<file path="src/rtl/auto_nav.sv">
// auto_nav: wall-following command source that drives the one-hot move_* lines when the controller waits at a junction.
//   clk, rst_n            : 500 Hz clock, asynchronous active-low reset
//   enable                : automatic mode; low forces IDLE on the next edge
//   detector[3:0]         : {front, back, left, right}, 1 = blocked
//   semi_state[2:0]       : controller state, WAITING_CODE means waiting at a junction
//   move_forward/left/right/backward : one-hot command, high only in ISSUE
//   stuck                 : high while every direction is blocked
//   nav_state[2:0]        : IDLE=0 SETTLE=1 ISSUE=2 BUSY=3 STUCK=4
//   AUTO_NAV_RIGHT_HAND_EN: when defined, the priority is right, forward, left, back;
//                           otherwise it is left, forward, right, back
module auto_nav #(
  parameter int SETTLE_CYCLES = 25,
  parameter int ISSUE_TIMEOUT = 10,
  parameter logic [2:0] WAITING_CODE = 3'b001
) (
  input  logic       clk,
  input  logic       rst_n,
  input  logic       enable,
  input  logic [3:0] detector,
  input  logic [2:0] semi_state,
  output logic       move_forward,
  output logic       move_left,
  output logic       move_right,
  output logic       move_backward,
  output logic       stuck,
  output logic [2:0] nav_state
);
  typedef enum logic [2:0] {IDLE, SETTLE, ISSUE, BUSY, STUCK} state_t;
  state_t state_q, state_d;
  logic [7:0] settle_cnt_q, settle_cnt_d, issue_cnt_q, issue_cnt_d;
  logic [3:0] det_q, choice_q, choice_d, pick;
  logic waiting;
  assign waiting = semi_state == WAITING_CODE;
  // pick is one-hot {forward, left, right, backward}; a blocked direction is never chosen
`ifdef AUTO_NAV_RIGHT_HAND_EN
  assign pick = !detector[0] ? 4'b0010 : !detector[3] ? 4'b1000 :
                !detector[1] ? 4'b0100 : !detector[2] ? 4'b0001 : 4'b0000;
`else
  assign pick = !detector[1] ? 4'b0100 : !detector[3] ? 4'b1000 :
                !detector[0] ? 4'b0010 : !detector[2] ? 4'b0001 : 4'b0000;
`endif
  always_comb begin
    state_d = state_q;
    settle_cnt_d = 8'd0;
    issue_cnt_d = 8'd0;
    choice_d = choice_q;
    if (!enable) begin
      state_d = IDLE;
      choice_d = 4'b0000;
    end else begin
      case (state_q)
        IDLE:   if (waiting) state_d = SETTLE;
        SETTLE:
          if (!waiting) state_d = BUSY;
          // a detector change restarts the settle window, even on the terminal cycle
          else if (detector != det_q) settle_cnt_d = 8'd0;
          else if (settle_cnt_q == 8'(SETTLE_CYCLES - 1)) begin
            if (detector == 4'b1111) state_d = STUCK;
            else begin
              state_d = ISSUE;
              choice_d = pick;
            end
          end else settle_cnt_d = settle_cnt_q + 8'd1;
        ISSUE:
          if (!waiting) state_d = BUSY;
          else if (issue_cnt_q == 8'(ISSUE_TIMEOUT - 1)) state_d = SETTLE;
          else issue_cnt_d = issue_cnt_q + 8'd1;
        BUSY:   if (waiting) state_d = SETTLE;
        STUCK:  if (detector != 4'b1111) state_d = SETTLE;
        default: state_d = IDLE;
      endcase
    end
  end
  always_ff @(posedge clk or negedge rst_n) begin
    if (!rst_n) begin
      state_q <= IDLE;
      settle_cnt_q <= 8'd0;
      issue_cnt_q <= 8'd0;
      det_q <= 4'b0000;
      choice_q <= 4'b0000;
    end else begin
      state_q <= state_d;
      settle_cnt_q <= settle_cnt_d;
      issue_cnt_q <= issue_cnt_d;
      det_q <= detector;
      choice_q <= choice_d;
    end
  end
  assign {move_forward, move_left, move_right, move_backward} = (state_q == ISSUE) ? choice_q : 4'b0000;
  assign stuck = state_q == STUCK;
  assign nav_state = state_q;
endmodule
</file>
<file path="config.mk">
export PLATFORM = sky130hd
export DESIGN_NAME = auto_nav
export DESIGN_NICKNAME = d
export VERILOG_FILES = /design/src/rtl/auto_nav.sv
export SDC_FILE = /design/constraint.sdc
export NUM_CORES = 1
export LEC_CHECK = 0
export BUFFER_PORTS_ARGS = -buffer_cell sky130_fd_sc_hd__buf_2
export CAP_MARGIN = 20
export CORE_MARGIN = 1.5
export CORE_UTILIZATION = 55
export CTS_CLUSTER_SIZE = 20
export DETAILED_ROUTE_END_ITERATION = 8
export HOLD_SLACK_MARGIN = 0.03
export PLACE_DENSITY = 0.88
export SYNTH_ARGS = -nofsm -noshare
export SYNTH_HDL_FRONTEND = slang
export SYNTH_SLANG_ARGS = --single-unit
export TNS_END_PERCENT = 10
</file>
<file path="constraint.sdc">
create_clock -name clk -period 2.1 [get_ports clk]
set_input_delay 0.21 -clock clk [delete_from_list [all_inputs] [get_ports clk]]
set_output_delay 0.21 -clock clk [all_outputs]
set_load 0.05 [all_outputs]
</file>
==> impl_metrics.json, run 1 <==
{
  "wl_um": 2530,
  "syn-num-nets": 143,
  "path_clk_slew_ns": 0.14,
  "cts_buffers": 3,
  "antenna_found_initial": 0,
  "max_freq_ghz": 0.529,
  "multi_input_area_um2": 696,
  "grt_max_degree": 28,
  "initialDrtViolationCount": 19,
  "worst_slack_ns": 0.209,
  "drive_gt1_share_pct": 18.2,
  "period_needed_ns": 1.89,
  "rr_worst_depth": 7,
  "final_common_cell": "dfrtp_1",
  "detail_route.wl_per_cell_um": 13.9,
  "status": "complete, no violations",
  "rrSetupSlack_ns": 0.24,
  "diodes": 0,
  "drt_first_pass_iters": 4,
  "fin_nets": 169,
  "end_kind": "primary output",
  "fill_cells": 169,
  "io_buffers": 17,
  "clock-sinks": 27,
  "postCtsSetupRepairBufs": 0,
  "die_y_um": 53.0,
  "clk_path_buf_depth": 2,
  "final_core_util_pct": 68.6,
  "place_congestion": 0.835,
  "core_area_mm2": 0.00230,
  "tns_ns": 0,
  "crit_start": "nav_state[1]",
  "start_kind": "flip-flop",
  "cts_tree": "done",
  "ys_seq_area_share_pct": 49.1,
  "track_usage_pct": 20.8,
  "vdd_drop_max_v": 0.000416,
  "finalPower_w": 0.00100,
  "viasPerCell": 5.51,
  "grt-ovfl-total": 0,
  "arrival_ns": 1.68,
  "skew_ns": 0.0134,
  "pre_cts_slack_ns": 0.247,
  "die-area_mm2": 0.00281,
  "ys_ff_latch": 27,
  "top_usage_layer": "met2",
  "layout_common_cells": "27 x dfrtp_1, 22 x nor2_1, 17 x buf_2",
  "r2r-start": "issue_cnt_q[1]",
  "rows": 17,
  "cp_max_fo": 6,
  "rr_endpoint": "nav_state[1]",
  "grt.met3_usage_pct": 3.67,
  "insertion_delay_ns": 0.33,
  "cap_violations": 0,
  "grt_pass1_vias": 1002,
  "finalHoldViolCount": 0,
  "area_delta_synth_final_pct": 14.5,
  "hp-class": "in2reg",
  "p_per_area_mw_per_mm2": 636,
  "pin_count": 18,
  "dp_hpwl_um": 1870,
  "path_class": "reg2out",
  "cts-htree-levels": 1,
  "seq_area_um2": 676,
  "grt_pass1_wl_um": 4210,
  "setup_viol": 0,
  "synth_cell_types": 35,
  "tightest_slew_ns": 0.589,
  "grt_util_met1_pct": 24.2,
  "avgSynthCellArea_um2": 10.7,
  "yosysWarnings": 0,
  "start_util_pct": 59.9,
  "drcViolationCount": 0,
  "final.period_utilization_pct": 90.1,
  "slew_viol_final": 0,
  "critPathCapture": "move_backward",
  "detailroute.via_count": 1002,
  "drtAntennaViolNets": 0,
  "rsz0062_at_grt": "false",
  "p_leak_nw": 0.726,
  "slew_headroom_pct": 60.7,
  "syn_inst": 129,
  "die_w_um": 53.0,
  "grtUsageMet2_pct": 37.3,
  "cp_data_required_time_ns": 1.89,
  "synth_area_mm2": 0.00138,
  "clock-root-buffer": "clkbuf_4"
}
[report_power, final]
| group | total (W) | leakage (nW) | switching (W) | internal [W] |
|---|---|---|---|---|
| Clock | 0.000222 | 0.0150 | 0.000148 | 0.0000745 |
| Combinational | 0.000210 | 0.346 | 0.000136 | 0.0000738 |
| Sequential | 0.000570 | 0.365 | 0.0000308 | 0.000539 |
| Total | 0.00100 | 0.726 | 0.000315 | 0.000688 |
[how the worst min path moves through the flow]
stage	endpoint	startpoint	cells past startpoint	slack [ns]
2_1_floorplan	choice_q[0]	rst_n	0	-0.09
3_3_place_gp	issue_cnt_q[2]	rst_n	1	0.25
3_5_place_dp	settle_cnt_q[0]	rst_n	1	0.25
4_1_cts	det_q[2]	detector[2]	1	0.03
5_1_grt	det_q[1]	detector[1]	1	0.04
6_report	det_q[1]	detector[1]	1	0.05
[cell type report]
type | count | area share, %
clock buffers | 4 | 1.67
multi-input cells | 97 | 44.1
well taps | 28 | 2.22
repair buffers | 21 | 7.94
inverters | 5 | 1.19
flip-flops and latches | 27 | 42.9
[registers in the layout, summed over array words and instances (netlist names)]
signal / count
settle_cnt_q: 8
choice_q: 4
det_q: 4
issue_cnt_q: 8
nav_state: 3
[what timing repair did]
action,4_1_cts,5_1_grt
endpoints found under the hold margin,27,3
gates resized for setup,0,1
hold buffers,1,3
setup endpoints to repair,0,4
[cell usage after synthesis]
master	instances	area, um^2
nand2_2	1	6.26
nand4bb_2	1	16.3
nor2_1	22	82.6
nand2_1	4	15.0
a22oi_1	1	7.51
o311ai_1	1	8.76
mux2_1	2	22.5
inv_1	5	18.8
nand3_1	10	50.1
and2_1	4	25.0
xnor2_1	8	70.1
nor3b_4	1	18.8
and4_1	1	8.76
and2b_1	1	7.51
a21boi_1	1	7.51
a21oi_1	1	5.00
nor2b_1	5	31.3
nand4_1	1	6.26
nor4b_1	1	8.76
xor2_1	8	70.1
a31oi_1	1	6.26
mux2i_1	2	20.0
nor4_1	1	6.26
nor4b_4	1	23.8
nand3b_1	1	7.51
and3_1	4	25.0
nand2b_1	2	12.5
ha_1	4	50.1
dfrtp_1	27	676
o21ai_0	1	5.00
o211a_1	1	10.0
nor3_2	1	10.0
nand4b_2	1	15.0
o21bai_1	1	7.51
nor3b_1	2	15.0
[kinds of logic after synthesis]
logic type	count (synthesis)	share of synthesized area (%)
AO/OA/AOI/OAI	8	4.18
XOR/XNOR	16	10.2
adder cells (fa/ha/maj)	4	3.64
buffers and inverters	5	1.36
flip-flops	27	49.1
multiplexers	4	3.09
AND/OR/NAND/NOR	65	28.5
[critical path: stages (launching register included)]
cell	delay (ns)
dfrtp_1	0.47
nor2b_2	0.26
nor2b_1	0.24
and2_1	0.15
buf_2	0.25
[stage by stage]
stage | hold slack (ns) | cells | instance area, um^2
3_5_place_dp | 0.251 | 174 | 1510
3_3_place_gp | 0.248 | 174 | 1510
4_1_cts | 0.0320 | 179 | 1540
5_1_grt | 0.0361 | 182 | 1580
2_1_floorplan | -0.0856 | 129 | 1390
6_report | 0.0535 | 182 | 1580
[layer usage]
metal  vias to the layer above  part of all wire, %  routed length, um
li1                        488                    -                  -
met1                       482                   44               1120
met2                        27                   51               1280
met3                         5                  3.6                 90
met4                         0                  1.6                 41
met5                         -                    0                  0
(Power assumes the default switching activity.)
==> run 2, diff against run 1 <==
--- a/config.mk
+++ b/config.mk
@@ -11,6 +11,7 @@
 export CORE_UTILIZATION = 55
 export CTS_CLUSTER_SIZE = 20
 export DETAILED_ROUTE_END_ITERATION = 8
+export GPL_TIMING_DRIVEN = 0
 export HOLD_SLACK_MARGIN = 0.03
 export PLACE_DENSITY = 0.88
 export SYNTH_ARGS = -nofsm -noshare
==> constraint.sdc (replaced) <==
create_clock -name clk -period 2.1 [get_ports clk]
set_input_delay 0 -clock clk [delete_from_list [all_inputs] [get_ports clk]]
set_output_delay 0 -clock clk [all_outputs]
set_load 0.05 [all_outputs]
==> impl_metrics.json, run 2 (same netlist as run 1, synthesis figures left out) <==
{
  "skew_ns": 0.00647,
  "wl_um": 2370,
  "area_delta_synth_final_pct": 15.9,
  "fin_hold_ws_ns": 0.108,
  "clock-sinks": 27,
  "final.period_utilization_pct": 88.6,
  "arrival_ns": 2.07,
  "rr_worst_depth": 7,
  "core_area_mm2": 0.00230,
  "start_kind": "flip-flop",
  "die_w_um": 53.0,
  "clk_path_buf_depth": 2,
  "fin_nets": 171,
  "tightest_slew_ns": 0.580,
  "whs_path_depth": 4,
  "grt_pass1_vias": 942,
  "max_freq_ghz": 0.537,
  "start_util_pct": 59.9,
  "rsz0062_at_grt": "false",
  "cts_buffers": 3,
  "r2r-start": "issue_cnt_q[1]",
  "rrSetupSlack_ns": 0.24,
  "min_to": "issue_cnt_q[1]",
  "min_from": "semi_state[2]",
  "path_clk_slew_ns": 0.13,
  "clock-root-buffer": "clkbuf_4",
  "detail_route.wl_per_cell_um": 12.9,
  "cp_max_fo": 9,
  "p_leak_nw": 0.736,
  "path_class": "reg2reg",
  "setup_viol": 0,
  "insertion_delay_ns": 0.32,
  "die_y_um": 53.0,
  "end_kind": "flip-flop",
  "detailroute.via_count": 1009,
  "finalHoldViolCount": 0,
  "status": "complete, no violations",
  "hp-class": "in2reg",
  "final_common_cell": "dfrtp_1",
  "die-area_mm2": 0.00281,
  "layout_common_cells": "27 x dfrtp_1, 22 x nor2_1, 17 x buf_2",
  "viasPerCell": 5.48,
  "period_needed_ns": 1.86,
  "tns_ns": 0,
  "cts-htree-levels": 1,
  "drive_gt1_share_pct": 17.9,
  "cts_tree": "done",
  "cts_resized": 0,
  "cp_data_required_time_ns": 2.31,
  "grt-ovfl-total": 0,
  "drcViolationCount": 0,
  "reg_top3": "issue_cnt_q x8, settle_cnt_q x8",
  "rr_endpoint": "nav_state[1]",
  "grt_pass1_wl_um": 4060,
  "io_buffers": 17,
  "dp_hpwl_um": 1740,
  "rows": 17,
  "drt_first_pass_iters": 4,
  "pin_count": 18,
  "slew_viol_final": 0,
  "p_per_area_mw_per_mm2": 623,
  "slew_headroom_pct": 61.3,
  "initialDrtViolationCount": 15,
  "cap_violations": 0,
  "diodes": 0,
  "track_usage_pct": 20.0,
  "vdd_drop_max_v": 0.000530,
  "drtAntennaViolNets": 0,
  "antenna_found_initial": 0,
  "place_congestion": 0.888,
  "grt_max_degree": 28
}
run 2: area by class of cell:
| class | count | area, um^2 |
|---|---|---|
| Fill cell | 170 | 702 |
| Clock buffer | 3 | 22.5 |
| Multi-Input combinational cell | 97 | 693 |
| Tap cell | 28 | 35.0 |
| Timing Repair Buffer | 23 | 145 |
| Inverter | 5 | 18.8 |
| Clock inverter | 1 | 5.00 |
| Sequential cell | 27 | 676 |
run 2: worst max-delay path, stage by stage (launching register included):
cell	delay, ns
dfrtp_1	0.44
inv_1	0.07
ha_1	0.13
nor4b_1	0.23
nand3_1	0.13
nand4b_2	0.20
o311ai_1	0.20
mux2_1	0.35
run 2: worst max path at each step:
stage | from | end | slack [ns] | cells after the start
finish | issue_cnt_q[1] | nav_state[1] | 0.24 | 7
global route | issue_cnt_q[1] | nav_state[1] | 0.07 | 7
CTS | issue_cnt_q[1] | nav_state[1] | 0.25 | 7
detailed placement | issue_cnt_q[1] | nav_state[1] | 0.28 | 7
global placement | issue_cnt_q[1] | nav_state[1] | 0.30 | 7
floorplan | nav_state[2] | nav_state[0] | 0.05 | 4
run 2: power breakdown:
group / internal [W] / total [W] / switching [W]
Sequential: 0.000539 / 0.000568 / 0.0000284
Clock: 0.0000712 / 0.000217 / 0.000146
Combinational: 0.0000739 / 0.000208 / 0.000134
run 2: per-layer routing:
layer | up-vias | wire, um | GRT usage (%)
li1 | 491 | - | -
met3 | 4 | 66 | 2.82
met2 | 17 | 1150 | 33.3
met4 | 0 | 40 | 10.3
met1 | 497 | 1110 | 25.3
met5 | - | 0 | 0
run 2: through the flow:
| step | area (um^2) | power [W] | utilization, % | cells | worst slack [ns] |
|---|---|---|---|---|---|
| after floorplan | 1390 | 0.000718 | - | 129 | 0.0473 |
| after global placement | 1510 | 0.000770 | 65.6 | 174 | 0.297 |
| after detailed placement | 1510 | 0.000778 | 65.6 | 174 | 0.280 |
| after CTS | 1600 | 0.00100 | 69.4 | 184 | 0.249 |
| after global routing | 1600 | 0.00105 | 69.4 | 184 | 0.0684 |
| final | 1600 | 0.000993 | 69.4 | 184 | 0.238 |
run 2: what timing repair did:
| action | 4_1_cts | 5_1_grt |
|---|---|---|
| hold buffers | 6 | 0 |
| setup buffers | 0 | 0 |
| hold endpoints to repair | 35 | 0 |
==> run 3, diff against run 2 <==
--- a/config.mk
+++ b/config.mk
@@ -13,7 +13,8 @@
 export DETAILED_ROUTE_END_ITERATION = 8
 export GPL_TIMING_DRIVEN = 0
 export HOLD_SLACK_MARGIN = 0.03
-export PLACE_DENSITY = 0.88
+export PLACE_DENSITY = 0.77
+export SETUP_SLACK_MARGIN = 0.3
 export SYNTH_ARGS = -nofsm -noshare
 export SYNTH_HDL_FRONTEND = slang
 export SYNTH_SLANG_ARGS = --single-unit
==> impl_metrics.json, run 3 (same netlist as run 1, synthesis figures left out) <==
{
  "place_congestion": 0.726,
  "final_core_util_pct": 71.0,
  "wl_um": 2450,
  "fill_cells": 173,
  "cap_violations": 0,
  "slew_headroom_pct": 59.8,
  "hp-class": "in2reg",
  "cts-htree-levels": 1,
  "antenna_found_initial": 0,
  "drive_gt1_share_pct": 22.2,
  "period_needed_ns": 1.81,
  "finalNonFillerCells": 186,
  "grt_pass1_wl_um": 3970,
  "start_kind": "flip-flop",
  "skew_ns": 0.00316,
  "drt_first_pass_iters": 4,
  "setup_viol": 0,
  "cts_buffers": 3,
  "grt-ovfl-total": 0,
  "diodes": 0,
  "path_class": "reg2reg",
  "placed_area_mm2": 0.00151,
  "finalHoldViolCount": 0,
  "cts_tree": "done",
  "insertion_delay_ns": 0.32,
  "placedCellCount": 174,
  "dp_hpwl_um": 1770,
  "initialDrtViolationCount": 13,
  "fin_nets": 173,
  "drtAntennaViolNets": 0,
  "core_area_mm2": 0.00230,
  "drcViolationCount": 0,
  "die_w_um": 53.0,
  "fin_hold_ws_ns": 0.0446,
  "vdd_drop_max_v": 0.000552,
  "detailroute.via_count": 991,
  "clock-sinks": 27,
  "layout_common_cells": "23 x dfrtp_1, 22 x nor2_1, 17 x buf_2",
  "tns_ns": 0,
  "grt_pass1_vias": 935,
  "clock-root-buffer": "clkbuf_4",
  "final.period_utilization_pct": 86.0,
  "slew_viol_final": 0,
  "rrSetupSlack_ns": 0.29,
  "grt_max_degree": 28,
  "final_common_cell": "dfrtp_1",
  "track_usage_pct": 20.1,
  "arrival_ns": 2.03,
  "rsz0062_at_grt": "true",
  "reg_top3": "issue_cnt_q x8, settle_cnt_q x8",
  "status": "complete, no violations",
  "tightest_slew_ns": 0.603,
  "p_leak_nw": 0.758,
  "viasPerCell": 5.33,
  "cp_data_required_time_ns": 2.32,
  "cp_max_fo": 6,
  "max_freq_ghz": 0.553,
  "path_clk_slew_ns": 0.14,
  "end_kind": "flip-flop",
  "pin_count": 18,
  "rows": 17,
  "area_delta_synth_final_pct": 18.5,
  "finalInstanceArea_mm2": 0.00163,
  "clk_path_buf_depth": 2,
  "start_util_pct": 59.9,
  "detail_route.wl_per_cell_um": 13.2,
  "die_y_um": 53.0,
  "io_buffers": 17,
  "p_per_area_mw_per_mm2": 619,
  "die-area_mm2": 0.00281
}
-- run 3: per-layer routing --
metal  up-vias  global-route usage (%)  part of all wire, %
li1        499                       -                    -
met1       471                    25.3                   47
met2        16                    33.1                   48
met3         5                    3.39                  2.6
met4         0                    10.3                  2.2
met5         -                       0                    0
-- run 3: worst max-delay path, stage by stage, from the launching register on --
cell and delay [ns]:
dfrtp_2 0.47, and2b_1 0.28, nand2_2 0.12, o311ai_1 0.46, mux2_1 0.38
-- run 3: through the flow --
step,worst slack (ns),total power [W]
after floorplan,0.213,0.000721
after global placement,0.253,0.000776
after detailed placement,0.229,0.000782
after CTS,0.268,0.00102
after global routing,0.238,0.00106
final,0.293,0.00101
-- run 3: repair_timing --
item,4_1_cts,5_1_grt
endpoints found under the hold margin,35,0
pin swaps,1,1
resized for setup,2,2
setup endpoints to repair,2,9
hold buffers,6,0
setup buffers,1,1
-- run 3: report_power, final --
| group | switching (W) | leakage, nW | internal [W] |
|---|---|---|---|
| registers | 0.0000295 | 0.359 | 0.000542 |
| clock network | 0.000148 | 0.0150 | 0.0000745 |
| logic | 0.000138 | 0.384 | 0.0000775 |
| total | 0.000316 | 0.758 | 0.000695 |
-- run 3: path summary, 6_finish.rpt --
| check | end | depth (start not counted) | start |
|---|---|---|---|
| worst min-delay path | issue_cnt_q[1] | 4 | semi_state[1] |
| worst max-delay path | nav_state[1] | 4 | nav_state[1] |
| min in group asynchronous | issue_cnt_q[4] | 2 | rst_n |
| max in group asynchronous | issue_cnt_q[0] | 2 | rst_n |
| worst max register to register | nav_state[1] | 4 | nav_state[1] |
| worst min register to register | issue_cnt_q[0] | 1 | issue_cnt_q[0] |
-- run 3: layout make-up --
class | instances | area (um^2) | area share (%)
inverters | 5 | 18.8 | 1.15
well taps | 28 | 35.0 | 2.15
multi-input cells | 97 | 711 | 43.6
flip-flops and latches | 27 | 681 | 41.7
repair buffers | 25 | 160 | 9.82
clock buffers | 4 | 26.3 | 1.61
